### src/rtl/mem_bus_arbiter_pkg.sv
// Shared definitions for the memory bus arbiter: FSM state encodings,
// state bus width and the all-lanes byte-enable constant.
package mem_bus_arbiter_pkg;

    localparam int ArbStateBus = 2;

    typedef enum logic [ArbStateBus-1:0] {
        ArbIdle = 2'd0,
        ArbDbus = 2'd1,
        ArbIbus = 2'd2
    } arb_state_t;

    // Wide enough for any sensible data width; the top slices it down to its sel width.
    localparam logic [63:0] SelAllOnesMax = '1;

endpackage

### src/rtl/mem_bus_arbiter_timeout_cnt.sv
// Bus-wait watchdog for the memory bus arbiter.
// Only instantiated when ARB_TIMEOUT_EN is defined.
// The count restarts on every grant and saturates at TIMEOUT, where expired_o goes high.
module arb_timeout_cnt #(
    parameter int TIMEOUT = 255
) (
    input  logic clk,
    input  logic rst,
    input  logic clear_i,
    input  logic enable_i,
    output logic expired_o
);

    localparam int CntW = $clog2(TIMEOUT + 1);

    logic [CntW-1:0] cnt_q;
    logic [CntW-1:0] cnt_d;

    assign expired_o = (cnt_q == CntW'(TIMEOUT));

    // Next count: restart on grant, otherwise count waiting cycles up to the limit.
    always_comb begin
        cnt_d = cnt_q;
        if (clear_i) begin
            cnt_d = '0;
        end else if (enable_i && !expired_o) begin
            cnt_d = cnt_q + 1'b1;
        end
    end

    // Count register.
    always_ff @(posedge clk) begin
        if (rst) begin
            cnt_q <= '0;
        end else begin
            cnt_q <= cnt_d;
        end
    end

endmodule

### src/rtl/mem_bus_arbiter.sv
// Shares one external memory bus between instruction fetch (I) and the MEM stage (D).
// D normally wins, but I is granted right after a D grant when both are pending.
// Optional bus-wait timeout enabled by defining ARB_TIMEOUT_EN.
module mem_bus_arbiter
    import mem_bus_arbiter_pkg::*;
#(
    parameter int ADDR_W  = 32,
    parameter int DATA_W  = 32,
    parameter int TIMEOUT = 255
) (
    input  logic                clk,
    input  logic                rst,
    input  logic                if_ce_i,
    input  logic [ADDR_W-1:0]   if_addr_i,
    output logic [DATA_W-1:0]   if_rdata_o,
    output logic                if_ack_o,
    input  logic                mem_ce_i,
    input  logic                mem_we_i,
    input  logic [ADDR_W-1:0]   mem_addr_i,
    input  logic [DATA_W-1:0]   mem_data_i,
    input  logic [DATA_W/8-1:0] mem_sel_i,
    output logic [DATA_W-1:0]   mem_rdata_o,
    output logic                mem_ack_o,
    output logic                bus_cyc_o,
    output logic                bus_we_o,
    output logic [ADDR_W-1:0]   bus_addr_o,
    output logic [DATA_W-1:0]   bus_wdata_o,
    output logic [DATA_W/8-1:0] bus_sel_o,
    input  logic [DATA_W-1:0]   bus_rdata_i,
    input  logic                bus_ack_i,
    output logic                stallreq_if_o,
`ifdef ARB_TIMEOUT_EN
    output logic                stallreq_mem_o,
    output logic                timeout_err_o
`else
    output logic                stallreq_mem_o
`endif
);

    localparam int SelW = DATA_W / 8;
    localparam logic [SelW-1:0] SelAllOnes = SelAllOnesMax[SelW-1:0];

    arb_state_t        state_q, state_d;
    logic              last_d_q, last_d_d;
    logic              bus_cyc_q, bus_cyc_d;
    logic              bus_we_q, bus_we_d;
    logic [ADDR_W-1:0] bus_addr_q, bus_addr_d;
    logic [DATA_W-1:0] bus_wdata_q, bus_wdata_d;
    logic [SelW-1:0]   bus_sel_q, bus_sel_d;
    logic              if_ack_q, if_ack_d;
    logic              mem_ack_q, mem_ack_d;
    logic [DATA_W-1:0] if_rdata_q, if_rdata_d;
    logic [DATA_W-1:0] mem_rdata_q, mem_rdata_d;
    logic              if_req, mem_req;
    logic              expired;

    // A request still high in its own ack cycle is the old one; it only counts from the next cycle.
    assign if_req  = if_ce_i & ~if_ack_q;
    assign mem_req = mem_ce_i & ~mem_ack_q;

    assign stallreq_if_o  = if_ce_i & ~if_ack_q;
    assign stallreq_mem_o = mem_ce_i & ~mem_ack_q;

    assign bus_cyc_o   = bus_cyc_q;
    assign bus_we_o    = bus_we_q;
    assign bus_addr_o  = bus_addr_q;
    assign bus_wdata_o = bus_wdata_q;
    assign bus_sel_o   = bus_sel_q;
    assign if_ack_o    = if_ack_q;
    assign mem_ack_o   = mem_ack_q;
    assign if_rdata_o  = if_rdata_q;
    assign mem_rdata_o = mem_rdata_q;

`ifdef ARB_TIMEOUT_EN
    logic grant;
    logic timeout_hit;
    logic timeout_err_q, timeout_err_d;

    assign grant       = (state_q == ArbIdle) && (state_d != ArbIdle);
    assign timeout_hit = (state_q != ArbIdle) && !bus_ack_i && expired;

    arb_timeout_cnt #(
        .TIMEOUT (TIMEOUT)
    ) u_timeout_cnt (
        .clk       (clk),
        .rst       (rst),
        .clear_i   (grant),
        .enable_i  ((state_q != ArbIdle) && !bus_ack_i),
        .expired_o (expired)
    );

    assign timeout_err_d = timeout_err_q | timeout_hit;
    assign timeout_err_o = timeout_err_q;

    // Sticky timeout flag; only reset clears it.
    always_ff @(posedge clk) begin
        if (rst) begin
            timeout_err_q <= 1'b0;
        end else begin
            timeout_err_q <= timeout_err_d;
        end
    end
`else
    // Without the watchdog a bus access waits forever; TIMEOUT has no effect here.
    assign expired = (TIMEOUT < 0);
`endif

    // Arbitration, grant latching and completion handling.
    always_comb begin
        state_d     = state_q;
        last_d_d    = last_d_q;
        bus_cyc_d   = bus_cyc_q;
        bus_we_d    = bus_we_q;
        bus_addr_d  = bus_addr_q;
        bus_wdata_d = bus_wdata_q;
        bus_sel_d   = bus_sel_q;
        if_ack_d    = 1'b0;
        mem_ack_d   = 1'b0;
        if_rdata_d  = if_rdata_q;
        mem_rdata_d = mem_rdata_q;
        case (state_q)
            ArbIdle: begin
                if (mem_req && !(last_d_q && if_req)) begin
                    state_d     = ArbDbus;
                    last_d_d    = 1'b1;
                    bus_cyc_d   = 1'b1;
                    bus_we_d    = mem_we_i;
                    bus_addr_d  = mem_addr_i;
                    bus_wdata_d = mem_data_i;
                    bus_sel_d   = mem_sel_i;
                end else if (if_req) begin
                    state_d     = ArbIbus;
                    last_d_d    = 1'b0;
                    bus_cyc_d   = 1'b1;
                    bus_we_d    = 1'b0;
                    bus_addr_d  = if_addr_i;
                    bus_wdata_d = '0;
                    bus_sel_d   = SelAllOnes;
                end
            end
            ArbDbus: begin
                if (bus_ack_i || expired) begin
                    state_d     = ArbIdle;
                    bus_cyc_d   = 1'b0;
                    mem_ack_d   = 1'b1;
                    mem_rdata_d = (bus_ack_i && !bus_we_q) ? bus_rdata_i : '0;
                end
            end
            ArbIbus: begin
                if (bus_ack_i || expired) begin
                    state_d    = ArbIdle;
                    bus_cyc_d  = 1'b0;
                    if_ack_d   = 1'b1;
                    if_rdata_d = bus_ack_i ? bus_rdata_i : '0;
                end
            end
            default: begin
                state_d   = ArbIdle;
                bus_cyc_d = 1'b0;
            end
        endcase
    end

    // State and output registers; reset drops any in-flight access without an ack.
    always_ff @(posedge clk) begin
        if (rst) begin
            state_q     <= ArbIdle;
            last_d_q    <= 1'b0;
            bus_cyc_q   <= 1'b0;
            bus_we_q    <= 1'b0;
            bus_addr_q  <= '0;
            bus_wdata_q <= '0;
            bus_sel_q   <= '0;
            if_ack_q    <= 1'b0;
            mem_ack_q   <= 1'b0;
            if_rdata_q  <= '0;
            mem_rdata_q <= '0;
        end else begin
            state_q     <= state_d;
            last_d_q    <= last_d_d;
            bus_cyc_q   <= bus_cyc_d;
            bus_we_q    <= bus_we_d;
            bus_addr_q  <= bus_addr_d;
            bus_wdata_q <= bus_wdata_d;
            bus_sel_q   <= bus_sel_d;
            if_ack_q    <= if_ack_d;
            mem_ack_q   <= mem_ack_d;
            if_rdata_q  <= if_rdata_d;
            mem_rdata_q <= mem_rdata_d;
        end
    end

endmodule

### config.mk
export PLATFORM = sky130hd
export DESIGN_NAME = mem_bus_arbiter
export DESIGN_NICKNAME = d
export VERILOG_FILES = /design/src/rtl/mem_bus_arbiter_pkg.sv /design/src/rtl/mem_bus_arbiter_timeout_cnt.sv /design/src/rtl/mem_bus_arbiter.sv
export SDC_FILE = /design/constraint.sdc
export NUM_CORES = 1
export LEC_CHECK = 0
export CAP_MARGIN = 20
export CORE_MARGIN = 2
export CORE_UTILIZATION = 50
export DETAILED_ROUTE_END_ITERATION = 12
export DONT_BUFFER_PORTS = 1
export REMOVE_ABC_BUFFERS = 1
export SYNTH_ARGS = -nofsm -noshare
export SYNTH_HDL_FRONTEND = slang
export SYNTH_SLANG_ARGS = --single-unit
### constraint.sdc
create_clock -name clk -period 2.2 [get_ports clk]
set_clock_uncertainty 0.15 [all_clocks]
set_input_delay 0.55 -clock clk [delete_from_list [all_inputs] [get_ports clk]]
set_output_delay 0.55 -clock clk [all_outputs]
set_load 0.02 [all_outputs]
; ---- Word-level counts from Yosys, hierarchy flattened
; Cells that the tools add are included.
[word_totals]
word_cells = 54
reg_bits = 139
input_bits = 138
output_inout_bits = 138
[classes]
n_eq_ne = 4
n_reduce_logical = 14
bitwise_logic = 6
n_mux = 19
[ops]
columns = operator, count
row1 = 2-to-1 mux 32 bit, 5
row2 = 2-to-1 mux 4 bit, 2
row3 = AND reduction 2 bit, 4
row4 = 2-to-1 mux 1 bit, 7
row5 = 2-to-1 mux 2 bit, 3
row6 = OR reduction 2 bit, 3
row7 = NOT 1 bit, 4
row8 = case mux 2 bit (2 select lines), 1
row9 = logical AND 1 bit, 3
row10 = "inequality test 3 bit, second input constant", 1
row11 = bitwise AND 1 bit, 2
row12 = "== test 2 x 1 -> 1 bit, second input constant", 1
row13 = "== test 2 bit, second input constant", 1
row14 = logical NOT 1 bit, 2
row15 = logical NOT 2 bit, 1
row16 = "inequality test 2 x 1 -> 1 bit, second input constant", 1
row17 = case mux 1 bit (2 select lines), 1
row18 = nonzero test 2 bit, 1

; ---- Depth between registers and ports, before layout
; Gate-level depths: netlist (run 1).
[depth]
word_depth = 7
depth_mapped = 8
mapped_depth_nobuf = 6

; ---- Worst setup path after synthesis (run 1)
; No wires, ideal clock.
[synth_path]
kind = reg2reg
startpoint = register state_q[0]
endpoint = register bus_wdata_q[10], in the netlist bus_wdata_o[10]
stages_incl_launch_ff = 9
t_required_ps = 1922
path_buffers = 2
setup_time_ps = 128
period_less_slack_ps = 1693
arrival_ps = 1415
path_slack_ps = 507
cell_sequence = dfxtp_1 inv_1 ha_1 and3b_1 and2_1 clkbuf_2 buf_2 a22oi_1 nor2_1
[synth_via]
elab_chain_cells = 2
[synth_rtl]
columns = item, line_no
row1 = "start, declared", mem_bus_arbiter.sv:43  ; arb_state_t state_q, state_d;
row2 = "start signal, assigned", mem_bus_arbiter.sv:167  ; state_q <= ArbIdle;
row3 = "start signal, assigned", mem_bus_arbiter.sv:179  ; state_q <= state_d;
row4 = logical NOT 2 bit, mem_bus_arbiter.sv:121  ; case (state_q)
row5 = AND reduction 2 bit (no source line), n/a
row6 = "end signal, assigned", mem_bus_arbiter.sv:184  ; bus_wdata_q <= bus_wdata_d;
row7 = "end, declared", mem_bus_arbiter.sv:48  ; logic [DATA_W-1:0] bus_wdata_q, bus_wdata_d;
; Every way passes these cells.
; A chain may end at the register's enable or synchronous reset.

; ---- Final worst setup path (run 1)
[layout_path]
startpoint = register state_q[0]
endpoint = register bus_sel_q[2], in the netlist bus_sel_o[2]
[layout_via]
elab_chain_cells = 2
[layout_rtl]
columns = item, line_no
row1 = logical NOT 2 bit, mem_bus_arbiter.sv:121
row2 = AND reduction 2 bit (no source line), n/a
row3 = "end signal, assigned", mem_bus_arbiter.sv:185  ; bus_sel_q <= bus_sel_d;
row4 = "end, declared", mem_bus_arbiter.sv:49  ; logic [SelW-1:0] bus_sel_q, bus_sel_d;
; Every way passes these cells.

==> metrics, run 1 <==
leakage power total=2.482 nW; Worst Path Max Fanout=5; status=complete, but fails checks; area occupied by registers=between 2000 and 3000 um2; CP cell instances=inv_1, ha_2, and3b_1, nand2_1, o22ai_1, nor2_1, dlygate4sd3_1; Top Ports=276; Tcrit/Tclk final=0.9326; initial antenna violation count=0; synth unique cells=30; worst hold slack=-25.43 ps; RSZ-0062 raised after global routing=true; worst vdd ir=around 0.5 mV; Die X=~110 um; slowest stage delay, CP=550 ps; largest cells by area after synthesis=dfxtp_1, a21oi_1, nor2_1; Initial DRT Pass Iterations=4; GRT Overall Usage=0.2511; slowest cell on the critical path=dlygate4sd3_1; core footprint=around 10000 um2; # rows=37; syn avg cell area=8.470 um2; Seq/Total Area, Yosys=0.5290; final hold viol count=24; post-route ant nets=0; Crit Path Class=register to register; GP Congestion=between 0.7 and 0.8; die height=about 110 um; # port buffers=0; dpl cell area=5334 um2; vias in the first global route=approximately 4400; top cell type's share of synthesized area=0.5290; Post-Syn Area=between 5000 and 6000 um2; area of the multi-input gates=2213 um2; Slew Viols, Final=0; layout cell share with drive strength beyond 1=0.08182; Max Clock Freq=slightly below 500 MHz; hpwl dp=9326 um; CP endpoint kind=register; pwr/cell area=roughly 1100 nW/um2; # clock sinks=~140; failing checks=hold timing; TritonCTS clock tree=yes; Final setup viols=0; drt initial violations=about 310; nets=approximately 790; Via-to-Cell Ratio=5.627; # fillers=920; relative slew slack=0.7409; Async SR Flop Fraction=0; yosys warns=0; Least-Margin Pin Slew=roughly 390 ps; design area=about 6400 um2; routed vias=4479; drt total wl=about 14000 um; cts bufs inserted=17; H-Tree Depth=4; Max Cap Viol=0; first-pass GRT wire length=around 22000 um; hold crit path type=input pin to register; Starting Density=0.5118; DRC=0; Clock Latency Late Sink=between 500 and 600 ps; Mapped Cells=approximately 620; wire per inst=between 15 and 20 um; gr ovfl total=0; number of synthesized flops with an enable pin=0; root buffer cell=clkbuf_8; Final Critical Period=about 2100 ps; Yosys top cell by area=dfxtp_1; synth-to-layout area growth=20.74%; clock slew at reported path FFs=60 ps; CP Data Required Time=roughly 2500 ps; Synth Flop Type=dfxtp_1; largest net degree at the start of global routing=141; Critical Path Source Type=register; Hold-fix buffers, CTS=47; die area=~11000 um2; clk buf depth=2; WP data arrival=approximately 2300 ps; Antenna Diode Count=0; FF+latch count, synth=about 140
-- final timing paths --
kind                                start                      endpoint  slack (ps)  cells after the start
setup reg to reg  state_q[0]$_SDFFE_PP0P_     bus_sel_o[2]$_SDFFE_PP0P_         150                      7
hold / removal                        rst  mem_rdata_o[23]$_SDFFE_PP0P_         -30                      1
hold reg to reg   state_q[0]$_SDFFE_PP0P_       state_q[0]$_SDFFE_PP0P_         390                      2
setup / recovery  state_q[0]$_SDFFE_PP0P_     bus_sel_o[2]$_SDFFE_PP0P_         150                      7
-- critical path, delay by kind of cell (launching register included) --
family                     cells  cell delay (ps)
adders and majority gates      1              260
buffers and inverters          2              650
AOI/OAI and AO/OA              1              170
DFF                            1              310
and+or+nand+nor                3              420
-- placed cells by master, fill, tap and decap left out --
cell type	count
o21ai_4	1
nand2_2	1
ha_1	2
and3b_1	1
clkbuf_16	16
inv_6	2
bufinv_16	1
buf_12	4
dfxtp_1	139
nand2b_4	2
o22ai_1	4
a31oi_1	1
buf_6	1
clkbuf_1	1
o31ai_1	1
nor3b_1	32
clkinv_2	4
ha_2	1
dlygate4sd3_1	47
clkinv_4	2
nor3_1	1
clkbuf_8	1
nor2_1	106
nand3b_1	1
inv_1	2
clkinvlp_4	5
a21oi_4	1
and2_1	2
buf_4	9
a22oi_1	33
a211oi_1	32
a21oi_1	98
o32ai_1	1
a21boi_4	1
nor2b_1	2
or3_1	1
inv_2	2
nand2_1	99
-- repair_timing --
action | 4_1_cts | 5_1_grt
endpoints found under the setup margin | 0 | 6
buffers inserted | 0 | 0
gates resized for setup | 0 | 2
hold endpoints to repair | 139 | 91
-- Yosys cell counts, types with 4 or more instances --
cell,n
dfxtp_1,139
o22ai_1,4
a21oi_1,98
buf_4,4
a22oi_1,33
nand2_1,100
buf_2,16
clkbuf_1,21
nor3b_1,32
buf_1,9
nor2_1,106
a211oi_1,32
-- report_power, final --
group	switching (mW)	internal [mW]
Clock	1.09	1.50
Sequential	0.479	2.77
Combinational	0.551	0.418
Total	2.12	4.68
-- kinds of logic after synthesis --
family                     share of synthesized area
buffers and inverters                        0.05257
AOI/OAI and AO/OA                             0.2034
and+or+nand+nor                               0.2079
adders and majority gates                   0.007137
DFF                                           0.5290
-- cell type report --
type / instances / share of cell area
well taps: 136 / 0.02679
repair buffers: 61 / 0.09909
multi-input cells: 424 / 0.3485
clock buffers: 18 / 0.06580
clock inverters: 14 / 0.01931
inverters: 4 / 0.002364
flip-flops and latches: 139 / 0.4381
-- state kept, by name (all words and copies together), names as in the netlist --
signal and flops:
if_rdata_o 32, last_d_q 1, bus_addr_o 32, mem_ack_o 1
bus_wdata_o 32, bus_cyc_o 1, bus_sel_o 4, bus_we_o 1
mem_rdata_o 32, if_ack_o 1, state_q 2
-- routing by layer --
layer  vias to the layer above  GRT usage  part of all wire
met2                       216     0.4149              0.49
met4                         0    0.09462             0.023
li1                       2169          -                 -
met3                        25     0.1214              0.11
met1                      2069     0.2794              0.37
met5                         -          0                 0
-- through the flow --
stage / total power [mW] / cells / worst slack [ps] / TNS, ps / util
after global routing: 7.126 / 796 / -32.32 / -32.32 / 0.6180
after CTS: 6.834 / 796 / 76.54 / 0 / 0.6174
after detailed placement: 4.193 / 717 / 379.7 / 0 / 0.5190
final: 6.802 / 796 / 148.3 / 0 / 0.6180
after global placement: 4.156 / 717 / 460.0 / 0 / 0.5190
after floorplan: 3.877 / 567 / -495.1 / -29530 / -
Note: power is estimated with default switching activity, not from simulation.
==> run 2: changes to the inputs <==
--- a/config.mk
+++ b/config.mk
@@ -10,7 +10,9 @@
 export CORE_UTILIZATION = 50
 export DETAILED_ROUTE_END_ITERATION = 12
 export DONT_BUFFER_PORTS = 1
+export PLACE_DENSITY = 0.62
 export REMOVE_ABC_BUFFERS = 1
+export SETUP_SLACK_MARGIN = 0.2
 export SYNTH_ARGS = -nofsm -noshare
 export SYNTH_HDL_FRONTEND = slang
 export SYNTH_SLANG_ARGS = --single-unit
==> metrics, run 2 (synthesis gave the netlist of run 1 again) <==
Die X=106.6 um (unchanged); pre-CTS WS=353.7 ps (-25.91 ps); CP Data Required Time=2510 ps (+50 ps); Clock Latency Late Sink=520 ps (about the same); Tcrit/Tclk final=0.8798 (-0.05278); TritonCTS clock tree=yes; Final Core Density=0.5995 (-0.01850); post-route ant nets=0 (unchanged); core footprint=10280 um2 (unchanged); first-pass GRT wire length=21400 um (-4.1%); Final setup viols=0 (unchanged); Buf/Inv on CP=3 (+1); H-Tree Depth=4 (unchanged); gr ovfl total=0 (unchanged); slowest cell on the critical path=dlygate4sd3_1; synth-to-layout area growth=17.13%; Hold-fix buffers, CTS=14 (-70%); routed vias=4378 (-2.3%); pwr/cell area=1147 nW/um2 (+7.1%); layout cell share with drive strength beyond 1=0.09569 (+0.01388); initial antenna violation count=0 (unchanged); drt initial violations=346 (+11%); Via-to-Cell Ratio=5.738 (+2.0%); clock slew at reported path FFs=60 ps (about the same); clk buf depth=2 (unchanged); relative slew slack=0.7580 (+0.01711); cts bufs inserted=17 (unchanged); Antenna Diode Count=0 (unchanged); vias in the first global route=4189 (-5.0%); Worst Path Max Fanout=17 (+12); WP data arrival=2250 ps (-60 ps); RSZ-0062 raised after global routing=true; Crit path max-delay family=buffers and inverters; worst hold slack=-58.39 ps (-32.96 ps); worst vdd ir=0.5088 mV (+1.6%); most common cell after layout, fill and taps aside=dfxtp_1; Least-Margin Pin Slew=363.0 ps (-25.13 ps); DRC=0 (unchanged); post-CTS setup buffers=0 (unchanged); hpwl dp=9196 um (-1.4%); slowest stage delay, CP=560 ps (about the same); status=complete, but fails checks; Starting Density=0.5118 (unchanged); final hold viol count=36 (+50%); failing checks=hold timing; commonest cells after routing, fill and taps aside=dfxtp_1, nor2_1, nand2_1; leakage power total=2.336 nW (-5.9%); CP cell instances=inv_2, ha_2, nand2_4, buf_12, nor3b_1, a21oi_1, nor2_1, dlygate4sd3_1; Critical Path Source Type=register; Max Cap Viol=0 (unchanged); critical path launch point=state_q[1]$_SDFFE_PP0P_; # rows=37 (unchanged); Final Critical Period=1936 ps (-116.1 ps); Slew Viols, Final=0 (unchanged); Top Ports=276 (unchanged); launch point of the worst reg-to-reg path=state_q[1]$_SDFFE_PP0P_; Pwr Total=7.066 mW (+3.9%); Crit Path Class=register to register; hold crit path type=input pin to register; GP Congestion=0.7798 (+4.8%); root buffer cell=clkbuf_8; hold_sp=rst; largest net degree at the start of global routing=141 (unchanged); setup ws final=264.4 ps (+116.1 ps); drt total wl=14360 um (-0.57%); Initial DRT Pass Iterations=8 (+4); # fillers=885 (-3.8%); nets=755 (-4.2%); CP endpoint kind=register; GRT Overall Usage=0.2405 (-0.01064); die height=106.6 um (unchanged); # clock sinks=139 (unchanged); die area=11360 um2 (unchanged); wire per inst=18.82 um (+3.7%); Max Clock Freq=516.6 MHz (+6.0%); # port buffers=0 (unchanged)
==> run 2: cell types whose count changed in the layout (fill, tap and decap cells not counted), moves of 2 or more <==
cell,delta
dlygate4sd3_1,-34
bufinv_16,+3
buf_4,-2
clkinvlp_4,-3
inv_6,-2
clkbuf_16,+2
nor3b_1,-5
nor3b_2,+4
clkbuf_1,+2
==> run 2: cell type report <==
cell class / count / area [um2] / share of cell area
multi-input combinational: 424 / 2250 / 0.3652
inverter: 4 / 15.01 / 0.002437
timing repair buffer: 28 / 344.1 / 0.05585
clock buffer: 20 / 425.4 / 0.06905
tap: 136 / 170.2 / 0.02762
sequential: 139 / 2784 / 0.4519
clock inverter: 12 / 172.7 / 0.02803
==> run 2: timing repair <==
action,in CTS,in global routing
resized for setup,0,11
setup endpoints to repair,0,14
hold endpoints to repair,139,126
==> run 2: path summary, 6_finish.rpt <==
path | to | slack, ps | cells past startpoint
max | mem_rdata_o[16]$_SDFFE_PP0P_ | 260 | 8
min | mem_rdata_o[12]$_SDFFE_PP0P_ | -60 | 1
max reg2reg | mem_rdata_o[16]$_SDFFE_PP0P_ | 260 | 8
min reg2reg | if_rdata_o[9]$_SDFFE_PP0P_ | 400 | 2
==> run 2: power by group <==
group          switching [mW]  internal (mW)  leakage, nW  total, mW
Clock                    1.05           1.83        0.289       2.89
Sequential              0.476           2.77         1.14       3.24
Combinational           0.551          0.384        0.910      0.935
Total                    2.08           4.99         2.34       7.07
==> run 2: per-layer routing <==
metal	routed length, um	part of all wire	global-route usage
met1	5410	0.38	0.2674
met2	7225	0.50	0.3999
met3	1481	0.10	0.1097
met4	239	0.017	0.09555
met5	0	0	0
==> run 2: per-stage QoR <==
stage / std cells / hold WS [ps] / area, um2 / setup TNS (ps)
floorplan: 567 / 344.6 / 4999 / -29530
global placement: 716 / 361.1 / 5339 / 0
detailed placement: 716 / 391.6 / 5339 / 0
CTS: 762 / -79.81 / 6077 / 0
global route: 763 / -80.37 / 6161 / 0
finish: 763 / -58.39 / 6161 / 0
